## config.mk

```make
export PLATFORM = sky130hd
export DESIGN_NAME = pll_reconfig_ctrl
export DESIGN_NICKNAME = d
export VERILOG_FILES = /design/src/rtl/pll_reconfig_ctrl.sv
export SDC_FILE = /design/constraint.sdc
export NUM_CORES = 1
export LEC_CHECK = 0
export BUFFER_PORTS_ARGS = -buffer_cell sky130_fd_sc_hd__buf_2
export CORE_AREA = 2 2 113 115
export CTS_BUF_LIST = sky130_fd_sc_hd__clkbuf_16
export DETAILED_ROUTE_END_ITERATION = 8
export DIE_AREA = 0 0 115 117
export GPL_ROUTABILITY_DRIVEN = 0
export MAX_ROUTING_LAYER = met4
export PLACE_DENSITY = 0.77
export SLEW_MARGIN = 25
export SYNTH_ARGS = -nofsm -noshare
export SYNTH_HDL_FRONTEND = slang
export SYNTH_SLANG_ARGS = --single-unit
export TNS_END_PERCENT = 30
```

## constraint.sdc

```tcl
create_clock -name mdclk -period 3.83 [get_ports mdclk]
set_input_delay 0.383 -clock mdclk [delete_from_list [all_inputs] [get_ports mdclk]]
set_output_delay 0.383 -clock mdclk [all_outputs]
set_load 0.03 [all_outputs]
```

## src/rtl/pll_reconfig_ctrl.sv

```systemverilog
// PLL init / runtime-reconfiguration controller driving the Gowin MDRDO dynamic-config port.
// Holds the PLL in reset, streams a register profile in, optionally reads it back, then
// releases reset and qualifies lock. Handles host profile switches, lock loss and retries.
module pll_reconfig_ctrl #(
    parameter int unsigned NUM_PROFILES    = 4,
    parameter int unsigned NUM_REGS        = 8,
    parameter int unsigned DEFAULT_PROFILE = 0,
    parameter int unsigned RST_CYCLES      = 64,
    parameter int unsigned LOCK_TIMEOUT    = 200000,
    parameter int unsigned LOCK_STABLE     = 1024,
    parameter int unsigned MAX_RETRY       = 3,
    parameter bit          VERIFY          = 1'b1,
    localparam int unsigned PW = (NUM_PROFILES > 1) ? $clog2(NUM_PROFILES) : 1
) (
    input  logic                           mdclk,
    input  logic                           reset_n,
    input  logic [NUM_PROFILES*NUM_REGS*8-1:0] cfg_table,
    input  logic [PW-1:0]                  profile_sel,
    input  logic                           reconfig_req,
    output logic                           busy,
    output logic                           done,
    output logic                           err,
    output logic [1:0]                     retry_cnt,
    output logic [PW-1:0]                  active_profile,
    output logic                           pll_rst,
    input  logic                           pll_lock,
    output logic [1:0]                     md_opc,
    output logic                           md_ainc,
    output logic [7:0]                     md_wdi,
    input  logic [7:0]                     md_rdo,
    output logic                           lock
);

    localparam int unsigned CntMax = (LOCK_TIMEOUT > RST_CYCLES) ? LOCK_TIMEOUT : RST_CYCLES;
    localparam int unsigned CW = $clog2(CntMax + 1);
    localparam int unsigned SW = $clog2(LOCK_STABLE + 1);
    localparam int unsigned IW = $clog2(NUM_REGS) + 1;
    localparam int unsigned BW = $clog2(NUM_PROFILES * NUM_REGS * 8);

    localparam logic [CW-1:0] RstLast  = CW'(RST_CYCLES - 1);
    localparam logic [CW-1:0] TmoLast  = CW'(LOCK_TIMEOUT - 1);
    localparam logic [SW-1:0] StabLast = SW'(LOCK_STABLE - 1);
    localparam logic [IW-1:0] RegLast  = IW'(NUM_REGS - 1);
    localparam logic [PW:0]   NumProf  = (PW + 1)'(NUM_PROFILES);
    localparam logic [2:0]    MaxRetry = 3'(MAX_RETRY);

    localparam logic [1:0] OpNop  = 2'b00;
    localparam logic [1:0] OpWr   = 2'b01;
    localparam logic [1:0] OpRd   = 2'b10;
    localparam logic [1:0] OpAclr = 2'b11;

    typedef enum logic [3:0] {
        StHold, StAclr, StWrite, StVaclr, StRead, StRwait, StWaitLock, StStable, StLocked, StError
    } state_e;

    state_e          r_state, w_state_d;
    logic [CW-1:0]   r_cnt, w_cnt_d;       // HOLD length, then lock timeout
    logic [SW-1:0]   r_stab, w_stab_d;
    logic [IW-1:0]   r_idx, w_idx_d;
    logic            r_wait, w_wait_d;
    logic [1:0]      r_retry, w_retry_d;
    logic [PW-1:0]   r_prof, w_prof_d;
    logic            r_done;
    logic            r_sync1, r_sync2;
    logic            w_lock_sync;
    logic            w_fail;
    logic [2:0]      w_retry_inc;
    logic [BW-1:0]   w_bit_idx;
    logic [7:0]      w_byte;

    assign w_lock_sync = r_sync2;
    assign w_retry_inc = {1'b0, r_retry} + 3'd1;
    assign w_bit_idx   = BW'((int'(r_prof) * NUM_REGS + int'(r_idx)) * 8);
    assign w_byte      = cfg_table[w_bit_idx +: 8];

    // State and datapath registers, plus the two-flop lock synchroniser
    always_ff @(posedge mdclk or negedge reset_n) begin
        if (!reset_n) begin
            r_state <= StHold;
            r_cnt   <= '0;
            r_stab  <= '0;
            r_idx   <= '0;
            r_wait  <= 1'b0;
            r_retry <= '0;
            r_prof  <= PW'(DEFAULT_PROFILE);
            r_done  <= 1'b0;
            r_sync1 <= 1'b0;
            r_sync2 <= 1'b0;
        end else begin
            r_state <= w_state_d;
            r_cnt   <= w_cnt_d;
            r_stab  <= w_stab_d;
            r_idx   <= w_idx_d;
            r_wait  <= w_wait_d;
            r_retry <= w_retry_d;
            r_prof  <= w_prof_d;
            r_done  <= (w_state_d == StLocked) && (r_state != StLocked);
            r_sync1 <= pll_lock;
            r_sync2 <= r_sync1;
        end
    end

    // Next-state and counter update
    always_comb begin
        w_state_d = r_state;
        w_cnt_d   = r_cnt;
        w_stab_d  = r_stab;
        w_idx_d   = r_idx;
        w_wait_d  = r_wait;
        w_retry_d = r_retry;
        w_prof_d  = r_prof;
        w_fail    = 1'b0;
        unique case (r_state)
            StHold: begin
                if (r_cnt >= RstLast) begin
                    w_state_d = StAclr;
                    w_cnt_d   = '0;
                end else begin
                    w_cnt_d = r_cnt + 1'b1;
                end
            end
            StAclr: begin
                w_state_d = StWrite;
                w_idx_d   = '0;
            end
            StWrite: begin
                if (r_idx == RegLast) begin
                    w_idx_d   = '0;
                    w_state_d = VERIFY ? StVaclr : StWaitLock;
                end else begin
                    w_idx_d = r_idx + 1'b1;
                end
            end
            StVaclr: w_state_d = StRead;
            StRead: begin
                w_state_d = StRwait;
                w_wait_d  = 1'b0;
            end
            StRwait: begin
                // Read data lands two cycles after the READ opcode
                if (!r_wait) begin
                    w_wait_d = 1'b1;
                end else if (md_rdo != w_byte) begin
                    w_fail = 1'b1;
                end else if (r_idx == RegLast) begin
                    w_idx_d   = '0;
                    w_state_d = StWaitLock;
                end else begin
                    w_idx_d   = r_idx + 1'b1;
                    w_state_d = StRead;
                end
            end
            StWaitLock: begin
                if (w_lock_sync) begin
                    w_state_d = StStable;
                    w_stab_d  = SW'(1);   // the detecting cycle counts as the first
                end else if (r_cnt >= TmoLast) begin
                    w_fail = 1'b1;
                end else begin
                    w_cnt_d = r_cnt + 1'b1;
                end
            end
            StStable: begin
                if (!w_lock_sync) begin
                    w_state_d = StWaitLock;
                    w_stab_d  = '0;
                end else if (r_stab >= StabLast) begin
                    w_state_d = StLocked;
                    w_stab_d  = '0;
                    w_retry_d = '0;
                end else begin
                    w_stab_d = r_stab + 1'b1;
                end
            end
            StLocked: begin
                if (!reconfig_req && !w_lock_sync) begin
                    w_state_d = StHold;
                    w_cnt_d   = '0;
                end
            end
            StError: ;
            default: w_state_d = StHold;
        endcase

        // Host request beats a simultaneous lock loss
        if ((r_state == StLocked || r_state == StError) && reconfig_req) begin
            w_retry_d = '0;
            w_cnt_d   = '0;
            w_stab_d  = '0;
            w_idx_d   = '0;
            if ({1'b0, profile_sel} < NumProf) begin
                w_prof_d  = profile_sel;
                w_state_d = StHold;
            end else begin
                w_state_d = StError;
            end
        end

        if (w_fail) begin
            w_cnt_d   = '0;
            w_stab_d  = '0;
            w_idx_d   = '0;
            w_retry_d = (r_retry == 2'd3) ? r_retry : w_retry_inc[1:0];
            w_state_d = (w_retry_inc < MaxRetry) ? StHold : StError;
        end
    end

    // Output decode
    always_comb begin
        pll_rst = 1'b1;
        lock    = 1'b0;
        busy    = 1'b1;
        err     = 1'b0;
        md_opc  = OpNop;
        md_ainc = 1'b0;
        md_wdi  = 8'h00;
        unique case (r_state)
            StAclr, StVaclr: md_opc = OpAclr;
            StWrite: begin
                md_opc  = OpWr;
                md_ainc = 1'b1;
                md_wdi  = w_byte;
            end
            StRead: begin
                md_opc  = OpRd;
                md_ainc = 1'b1;
            end
            StWaitLock, StStable: pll_rst = 1'b0;
            StLocked: begin
                pll_rst = 1'b0;
                lock    = w_lock_sync;
                busy    = !w_lock_sync;   // lock loss is visible in the cycle it is seen
            end
            StError: begin
                busy = 1'b0;
                err  = 1'b1;
            end
            default: ;
        endcase
    end

    assign done           = r_done;
    assign retry_cnt      = r_retry;
    assign active_profile = r_prof;

endmodule

```

==> impl_metrics.ini, run 1 <==
[outcome]
status = finished clean

[routing]
drt_iter0_drc = 623
vias = 5841
drtAntennaViolNets = 0
routed_wl_mm = 20.4
first_pass_iters = 5
drc = 0
vias_per_cell = 5.90
wl_per_cell_microns = 20.6

[yosys]
synth_area_leader_cell = dfrtp_1
async_flop_share_pct = 100
synth.area.mux_share_pct = 31.4
synth_top_area_share_pct = 21.7
synth_edf_count = 0
synthXorXnorAreaFrac_pct = 3.04
synth_nets = 838
synth-compound-area-share_pct = 20.5
avgSynthCellArea_sq_um = 9.23
synth_cell_type_count = 63
synth_area_leaders = dfrtp_1 (22%), mux2i_1 (16%), mux4_2 (15%)
synth-main-ff-cell = dfrtp_1
yosysSeqAreaShare_pct = 21.7
synth_top_family_by_area = multiplexers
yosys_warnings = 0
synth-simple-area-share_pct = 17.1
ys_seq_elements = 45
synth_fa_ha_area_share_pct = 1.45
syn_inst = 562
synth.cell_area_sq_mm = 0.00519

[clocking]
cts_buffer_depth = 2
clock_sinks = 45
cts_tree = done
htreeDepth = 2
postCtsHoldBufs = 0
clkLatencyLatePin_ns = 0.29
numCtsBuffers = 5
cts.clk_slew.worst_paths_ns = 0.07
root_buffer = clkbuf_16

[min_path]
hold_class = in -> async

[placed_design]
post-place-ws_ns = 0.0203
port-buffer-count = 289
dp_hpwl_mm = 16.8

[power_and_ir_drop]
peakVddDrop_v = 0.000242
p_per_area_mw_per_mm2 = 555
leakage_nw = 3.21

[sta]
rsz0062_at_grt = no
clock_skew_ns = 0.00744
fin_crit_sh_pct = 93.2
relSlewSlack_pct = 52.7
drv_slew = 0
hold_violations = 0
period_minus_slack_ns = 3.57
fmax_mhz = 280
fin_ws_ns = 0.261
fin_setup_tns_ns = 0
tightest_slew_ns = 0.710
setup_viol = 0

[layout]
final_common_cell = buf_2
syn_to_final_growth_pct = 34.7
final_nets = 1105
multi_input_area_sq_mm = 0.00388
layout_common_cells = buf_2 (288), mux2i_1 (84), nand2_1 (48), dfrtp_1 (43), nor2_1 (39)
seqCellArea_sq_mm = 0.00113
nFillCells = 1143
drive_above_1_share_pct = 45.2

[global_route]
grt_pass1_wl_mm = 30.4
grt_max_degree = 46
grt.total_usage_pct = 30.6
grt_antenna_before_repair = 9
grt_overflow = 0
grt_pass1_vias = 5710

[critical_path]
path_class = reg -> reg
startpoint_type = register
cp_data_required_time_ns = 4.03
worstPathCellList = buf_12 > mux4_2 > mux2i_1 > o22ai_1 > nor2_1 > xnor2_1 > a311oi_2 > a31oi_4 > or3_4 > a41oi_1
arrival_ns = 3.77
path_max_fanout = 19
slowest_delay_ns = 0.53
crit_path_end_kind = register
slowest_stage = mux4_2

[floorplanning]
core_sq_mm = 0.0123
dieWidth_microns = 115
initial_core_util_pct = 42.1
die_area_sq_mm = 0.0135
ioPinCount = 290
die_y_microns = 117
fp-row-count = 41

[flow_run]
cap_violations = 0
cells by family (layout without fill, tap and decap cells):
kind of cell,Yosys count,after routing
XOR/XNOR,18,18
AND/OR/NAND/NOR,181,181
buffers and inverters,48,316
other,0,10
adder cells (fa/ha/maj),6,6
flip-flops,45,45
AO/OA/AOI/OAI,145,145
multiplexers,119,119
power by group:
group          internal, mW  switching, mW  total, mW
combinational          1.18           1.42       2.60
clock                 0.246          0.202      0.447
sequential            0.583          0.240      0.824
total                  2.01           1.87       3.87
critical path, delay by kind of cell, from the launching register on:
kind,cells,cell delay [ns]
XOR/XNOR,1,0.18
AO/OA/AOI/OAI,4,0.97
flip-flops,1,0.51
buffers and inverters,1,0.23
AND/OR/NAND/NOR,2,0.89
multiplexers,2,0.69
area by class of cell:
class / count / share of cell area, %
diodes: 10 / 0.358
clock buffers: 5 / 1.79
clock inverters: 3 / 0.358
inverters: 2 / 0.107
multi-input cells: 469 / 55.5
flip-flops and latches: 45 / 16.2
well taps: 150 / 2.69
repair buffers: 306 / 23.0
timing repair:
action | CTS | global route
setup endpoints to repair | 1 | 29
gates resized for setup | 1 | 9
buffers inserted | 0 | 1
routing by layer:
| layer | track usage, % | share of wire [%] | vias to the layer above |
|---|---|---|---|
| met3 | 10.6 | 12 | 19 |
| met4 | 6.02 | 1.3 | 0 |
| li1 | - | - | 2733 |
| met5 | - | 0 | - |
| met2 | 46.4 | 44 | 330 |
| met1 | 40.1 | 42 | 2759 |
flip-flops by register name (all words and copies together) (netlist names):
register / flops
r_wait: 1
r_stab: 11
retry_cnt: 2
done: 1
active_profile: 2
r_sync2: 1
r_cnt: 18
r_sync1: 1
r_idx: 4
r_state: 4
synth_stat cells (9+ instances only):
master	n
xnor2_1	9
o21ai_0	24
a22oi_1	18
a21oi_1	25
mux4_2	35
and3_1	20
nand3_1	22
mux2i_1	84
nor3_1	9
dfrtp_1	45
nand2_1	48
buf_2	13
nor2_1	40
clkbuf_1	20
o22ai_1	11
xor2_1	9
path summary, 6_finish.rpt:
path / from / end / slack, ns / depth (start not counted)
min: reset_n / r_cnt[17] / 0.08 / 1
max: r_idx[0] / r_cnt[9] / 0.26 / 10
max in group asynchronous: reset_n / r_idx[1] / 3.28 / 1
min in group mdclk: pll_lock / r_sync1 / 0.20 / 1
min reg2reg: r_sync1 / r_sync2 / 0.36 / 0
max reg2reg: r_idx[0] / r_cnt[9] / 0.26 / 10
through the flow:
stage | total power, mW | std cells | hold WS, ns | area [sq um] | utilization, %
final | 3.87 | 990 | 0.0826 | 6990 | 56.7
after detailed placement | 3.32 | 971 | 0.345 | 6740 | 54.8
after global placement | 3.30 | 971 | 0.337 | 6740 | 54.8
after CTS | 3.78 | 979 | 0.195 | 6890 | 56.0
after global routing | 4.14 | 989 | 0.132 | 6980 | 56.7
after floorplan | 2.69 | 562 | 0.0874 | 5190 | -
(Power assumes the default switching activity.)
==> run 2: changes to the inputs <==
--- a/config.mk
+++ b/config.mk
@@ -11,6 +11,7 @@
 export DETAILED_ROUTE_END_ITERATION = 8
 export DIE_AREA = 0 0 115 117
 export GPL_ROUTABILITY_DRIVEN = 0
+export GPL_TIMING_DRIVEN = 0
 export MAX_ROUTING_LAYER = met4
 export PLACE_DENSITY = 0.77
 export SLEW_MARGIN = 25
==> run 2 against run 1 <==
Against the previous run:
- fmax fell by 5.1%
- flip-flop and latch count did not move
- worst setup slack got worse by 0.19 ns
- critical endpoint is now r_cnt[10]
==> impl_metrics.ini, run 2 (same netlist as run 1, synthesis figures left out) <==
[routing]
drc = 0
routed_wl_mm = 21.2
vias = 5973
vias_per_cell = 5.83
drt_iter0_drc = 714
first_pass_iters = 5
wl_per_cell_microns = 20.7
drtAntennaViolNets = 0

[layout]
largest_reg_flops = 18
seqCellArea_sq_mm = 0.00113
multi_input_area_sq_mm = 0.00388
final_common_cell = buf_2
largest_register = r_cnt
nFillCells = 1156
design_area_sq_mm = 0.00711
syn_to_final_growth_pct = 37.0
layout_common_cells = buf_2 (297), mux2i_1 (82), nand2_1 (48), dfrtp_1 (45), nor2_1 (38)
final_nets = 1135
reg.largest.list = r_cnt: 18 flops, r_stab: 11 flops
drive_above_1_share_pct = 44.5

[critical_path]
startpoint_type = register
crit_path_end_kind = register
path_class = reg -> reg
arrival_ns = 3.95
cp_data_required_time_ns = 4.02
startpoint = active_profile[0]
path_max_fanout = 10
reg2reg_from = active_profile[0]

[floorplanning]
dieWidth_microns = 115
ioPinCount = 290
fp-row-count = 41
initial_core_util_pct = 42.1
core_sq_mm = 0.0123
die_y_microns = 117
die_area_sq_mm = 0.0135

[power_and_ir_drop]
p_comb_share_pct = 70.8
power_frac_clock_pct = 11.8
pwr-share-seq_pct = 17.3
power.internal_mw = 2.12
leakage_nw = 3.29
netSwitchingFraction_pct = 47.3
p_per_area_mw_per_mm2 = 565
netSwitchingPower_mw = 1.90
peakVddDrop_v = 0.000228

[global_route]
grt_pass1_wl_mm = 31.2
grt_pass1_vias = 5795
grt_max_degree = 46
grt_overflow = 0
grt.total_usage_pct = 31.6
grt_antenna_before_repair = 13

[sta]
tightest_slew_ns = 0.699
fin_setup_tns_ns = 0
setup_viol = 0
whs_ns = 0.0950
period_minus_slack_ns = 3.76
hold_violations = 0
relSlewSlack_pct = 53.4
clock_skew_ns = 0.00515
drv_slew = 0
fin_crit_sh_pct = 98.2
fmax_mhz = 266

[flow_run]
cap_violations = 0

[clocking]
clkLatencyLatePin_ns = 0.28
root_buffer = clkbuf_16
cts.clk_slew.worst_paths_ns = 0.06
cts_tree = done
cts_buffer_depth = 2
clock_sinks = 45
postCtsHoldBufs = 0
htreeDepth = 2
numCtsBuffers = 5

[min_path]
hold_class = in -> async

[placed_design]
placed_cell_area_sq_mm = 0.00682
dp_hpwl_mm = 17.6
port-buffer-count = 288

[outcome]
status = finished clean
==> run 2: cell count changes in the layout (fill, tap and decap cells not counted), sizes merged <==
cell | previous run | this run
buf | 306 | 313
bufinv | 0 | 1
clkbuf | 5 | 28
clkinvlp | 1 | 0
diode | 10 | 14
==> run 2: area by class of cell <==
type | instances | area share (%)
tap | 150 | 2.64
timing repair buffer | 290 | 20.5
antenna | 14 | 0.493
sequential | 45 | 15.8
inverter | 2 | 0.106
clock inverter | 3 | 0.528
clock buffer | 5 | 1.76
buffer | 46 | 3.54
multi-input combinational | 469 | 54.6
==> run 2: metal layers <==
metal / track usage (%) / vias up / share of wire (%)
li1: - / 2802 / -
met1: 41.5 / 2854 / 42
met2: 48.7 / 298 / 45
met3: 10.5 / 19 / 11
met4: 4.74 / 0 / 0.86
met5: - / - / 0
==> run 2: path summary, 6_finish.rpt <==
check                            end  slack (ns)  cells past startpoint
max                        r_cnt[10]        0.07                     12
min                        r_cnt[14]        0.09                      1
max reg2reg                r_cnt[10]        0.07                     12
min reg2reg                  r_sync2        0.35                      0
max in group asynchronous  r_stab[6]        3.33                      1
min in group mdclk           r_sync1        0.21                      1
==> run 2: through the flow <==
stage / setup slack, ns / instances / util (%) / power [mW]
2_1_floorplan: 0.397 / 562 / - / 2.69
3_3_place_gp: -0.202 / 1000 / 55.4 / 3.39
3_5_place_dp: -0.184 / 1000 / 55.4 / 3.42
4_1_cts: 0.0303 / 1009 / 57.0 / 3.95
5_1_grt: -0.00122 / 1022 / 57.7 / 4.31
6_report: 0.0696 / 1024 / 57.7 / 4.02
==> run 2: power by group through the flow <==
stage	sequential [mW]	combinational [mW]	clock, mW
after CTS	0.693	2.77	0.485
after global routing	0.717	3.08	0.511
after detailed placement	0.700	2.72	0
after floorplan	0.695	1.99	0
final	0.697	2.85	0.475
after global placement	0.696	2.69	0
==> run 2: worst max-delay path, cell delays in order, from the launching register on <==
cell       delay [ns]
dfrtp_1          0.43
ha_1             0.31
buf_2            0.18
and2_0           0.26
clkbuf_2         0.25
a221oi_1         0.57
xnor2_1          0.19
a2bb2oi_1        0.10
a311oi_2         0.37
a31oi_4          0.24
or3_4            0.46
buf_6            0.16
a2bb2oi_1        0.16
==> run 2: timing repair <==
| action | CTS | global route |
|---|---|---|
| gates resized for setup | 5 | 14 |
| pin swaps | 1 | 2 |
| endpoints found under the setup margin | 28 | 22 |
| buffers inserted | 1 | 1 |
| gates cloned | 0 | 0 |
==> run 3: changes to the inputs <==
--- a/config.mk
+++ b/config.mk
@@ -7,7 +7,6 @@
 export LEC_CHECK = 0
 export BUFFER_PORTS_ARGS = -buffer_cell sky130_fd_sc_hd__buf_2
 export CORE_AREA = 2 2 113 115
-export CTS_BUF_LIST = sky130_fd_sc_hd__clkbuf_16
 export DETAILED_ROUTE_END_ITERATION = 8
 export DIE_AREA = 0 0 115 117
 export GPL_ROUTABILITY_DRIVEN = 0
==> run 3 against run 2 <==
Against the previous run:
- register-to-register slack improved by 0.03 ns
- cell count did not move
- sequential share of layout area barely moved
- utilization rose by 0.081 points
- clock skew fell by 0.00054 ns
- die area did not move
- largest power group unchanged
- critical path depth did not move
- critical endpoint unchanged
==> impl_metrics.ini, run 3 (same netlist as run 1, synthesis figures left out) <==
[layout]
nFillCells = 1153
layout_common_cells = buf_2 (297), mux2i_1 (82), nand2_1 (48), dfrtp_1 (45), nor2_1 (38)
final_nets = 1135
largest_reg_flops = 18
drive_above_1_share_pct = 44.7
seqCellArea_sq_mm = 0.00113
finalNonFillerCells = 1024
largest_register = r_cnt
syn_to_final_growth_pct = 37.2
reg.largest.list = r_cnt: 18 flops, r_stab: 11 flops
multi_input_area_sq_mm = 0.00388
final_common_cell = buf_2

[global_route]
grt_overflow = 0
grt_antenna_before_repair = 13
grt_pass1_vias = 5791
grt_max_degree = 46
grt.total_usage_pct = 31.6
grt_pass1_wl_mm = 31.2

[placed_design]
post-place-ws_ns = -0.184
placed_cells = 1000
port-buffer-count = 288
dp_hpwl_mm = 17.6

[sta]
relSlewSlack_pct = 54.5
fin_crit_sh_pct = 97.4
fin_ws_ns = 0.101
drv_slew = 0
period_minus_slack_ns = 3.73
fmax_mhz = 268
setup_viol = 0
hold_violations = 0
tightest_slew_ns = 0.683
clock_skew_ns = 0.00460

[floorplanning]
die_y_microns = 117
die_area_sq_mm = 0.0135
core_sq_mm = 0.0123
fp-row-count = 41
initial_core_util_pct = 42.1
ioPinCount = 290
dieWidth_microns = 115

[flow_run]
cap_violations = 0

[critical_path]
cp_data_required_time_ns = 4.03
path_max_fanout = 10
arrival_ns = 3.93
slowest_delay_ns = 0.54
startpoint_type = register
crit_family = compound AO/OA/AOI/OAI gates
timing.critical_path.mode_cell = a2bb2oi_1
path_class = reg -> reg
cp_num_buf_inv = 2
slowest_stage = a221oi_1
worstPathCellList = ha_1 > buf_2 > and2_0 > a22o_1 > a221oi_1 > xor2_1 > a2bb2oi_1 > a311oi_2 > a31oi_4 > or3_4 > buf_6 > a2bb2oi_1
crit_path_end_kind = register

[routing]
drc = 0
vias = 5989
first_pass_iters = 6
drt_iter0_drc = 670
drtAntennaViolNets = 0
routed_wl_mm = 21.1
wl_per_cell_microns = 20.6
vias_per_cell = 5.85

[power_and_ir_drop]
peakVddDrop_v = 0.000236
leakage_nw = 3.29
netSwitchingFraction_pct = 47.1
power_frac_clock_pct = 12.4
p_comb_share_pct = 70.4
netSwitchingPower_mw = 1.90
power.internal_mw = 2.14
pwr-share-seq_pct = 17.2
p_per_area_mw_per_mm2 = 568

[min_path]
hold_class = in -> async

[clocking]
cts_tree = done
clkLatencyLatePin_ns = 0.28
numCtsBuffers = 5
cts.clk_slew.worst_paths_ns = 0.06
cts_buffer_depth = 2
clock_sinks = 45
htreeDepth = 2
root_buffer = clkbuf_16
postCtsHoldBufs = 0

[outcome]
status = finished clean
-- run 3: what timing repair did --
action                                 4_1_cts  5_1_grt
pin swaps                                    1        2
gates resized for setup                      5       14
setup endpoints to repair                   28       22
buffers inserted                             1        1
endpoints found under the hold margin        0        0
-- run 3: layout make-up --
| cell class | instances | area share (%) |
|---|---|---|
| diodes | 14 | 0.492 |
| plain buffers | 46 | 3.53 |
| clock buffers | 7 | 2.00 |
| clock inverters | 1 | 0.422 |
| inverters | 2 | 0.105 |
| multi-input cells | 469 | 54.5 |
| flip-flops and latches | 45 | 15.8 |
| well taps | 150 | 2.64 |
| repair buffers | 290 | 20.5 |
-- run 3: through the flow --
step           total power, mW  area (sq um)  hold WS [ns]  setup TNS, ns  utilization, %
2_1_floorplan             2.69          5190        0.0874              0               -
3_3_place_gp              3.39          6820         0.333          -2.75            55.4
3_5_place_dp              3.42          6820         0.335          -2.33            55.4
4_1_cts                   3.98          7020         0.211              0            57.1
5_1_grt                   4.33          7110         0.144       -0.00228            57.8
6_report                  4.04          7120        0.0910              0            57.8
-- run 3: routing by layer --
| layer | global-route usage (%) | share of wire, % | vias up |
|---|---|---|---|
| li1 | - | - | 2799 |
| met1 | 41.4 | 42 | 2824 |
| met2 | 48.6 | 45 | 344 |
| met3 | 10.7 | 12 | 22 |
| met4 | 4.98 | 0.93 | 0 |
| met5 | - | 0 | - |
-- run 3: power by group through the flow --
| stage | logic (mW) | clock network [mW] | registers, mW |
|---|---|---|---|
| 2_1_floorplan | 1.99 | 0 | 0.695 |
| 3_3_place_gp | 2.69 | 0 | 0.696 |
| 3_5_place_dp | 2.72 | 0 | 0.700 |
| 4_1_cts | 2.78 | 0.508 | 0.693 |
| 5_1_grt | 3.08 | 0.535 | 0.717 |
| 6_report | 2.85 | 0.501 | 0.697 |
-- run 3: final timing paths --
path	startpoint	to	cells past startpoint	slack (ns)
setup / recovery	active_profile[0]	r_cnt[10]	12	0.10
hold / removal	reset_n	r_cnt[14]	1	0.09
setup reg to reg	active_profile[0]	r_cnt[10]	12	0.10
hold reg to reg	r_sync1	r_sync2	0	0.35
max in group asynchronous	reset_n	r_stab[9]	1	3.34
min in group mdclk	pll_lock	r_sync1	1	0.21
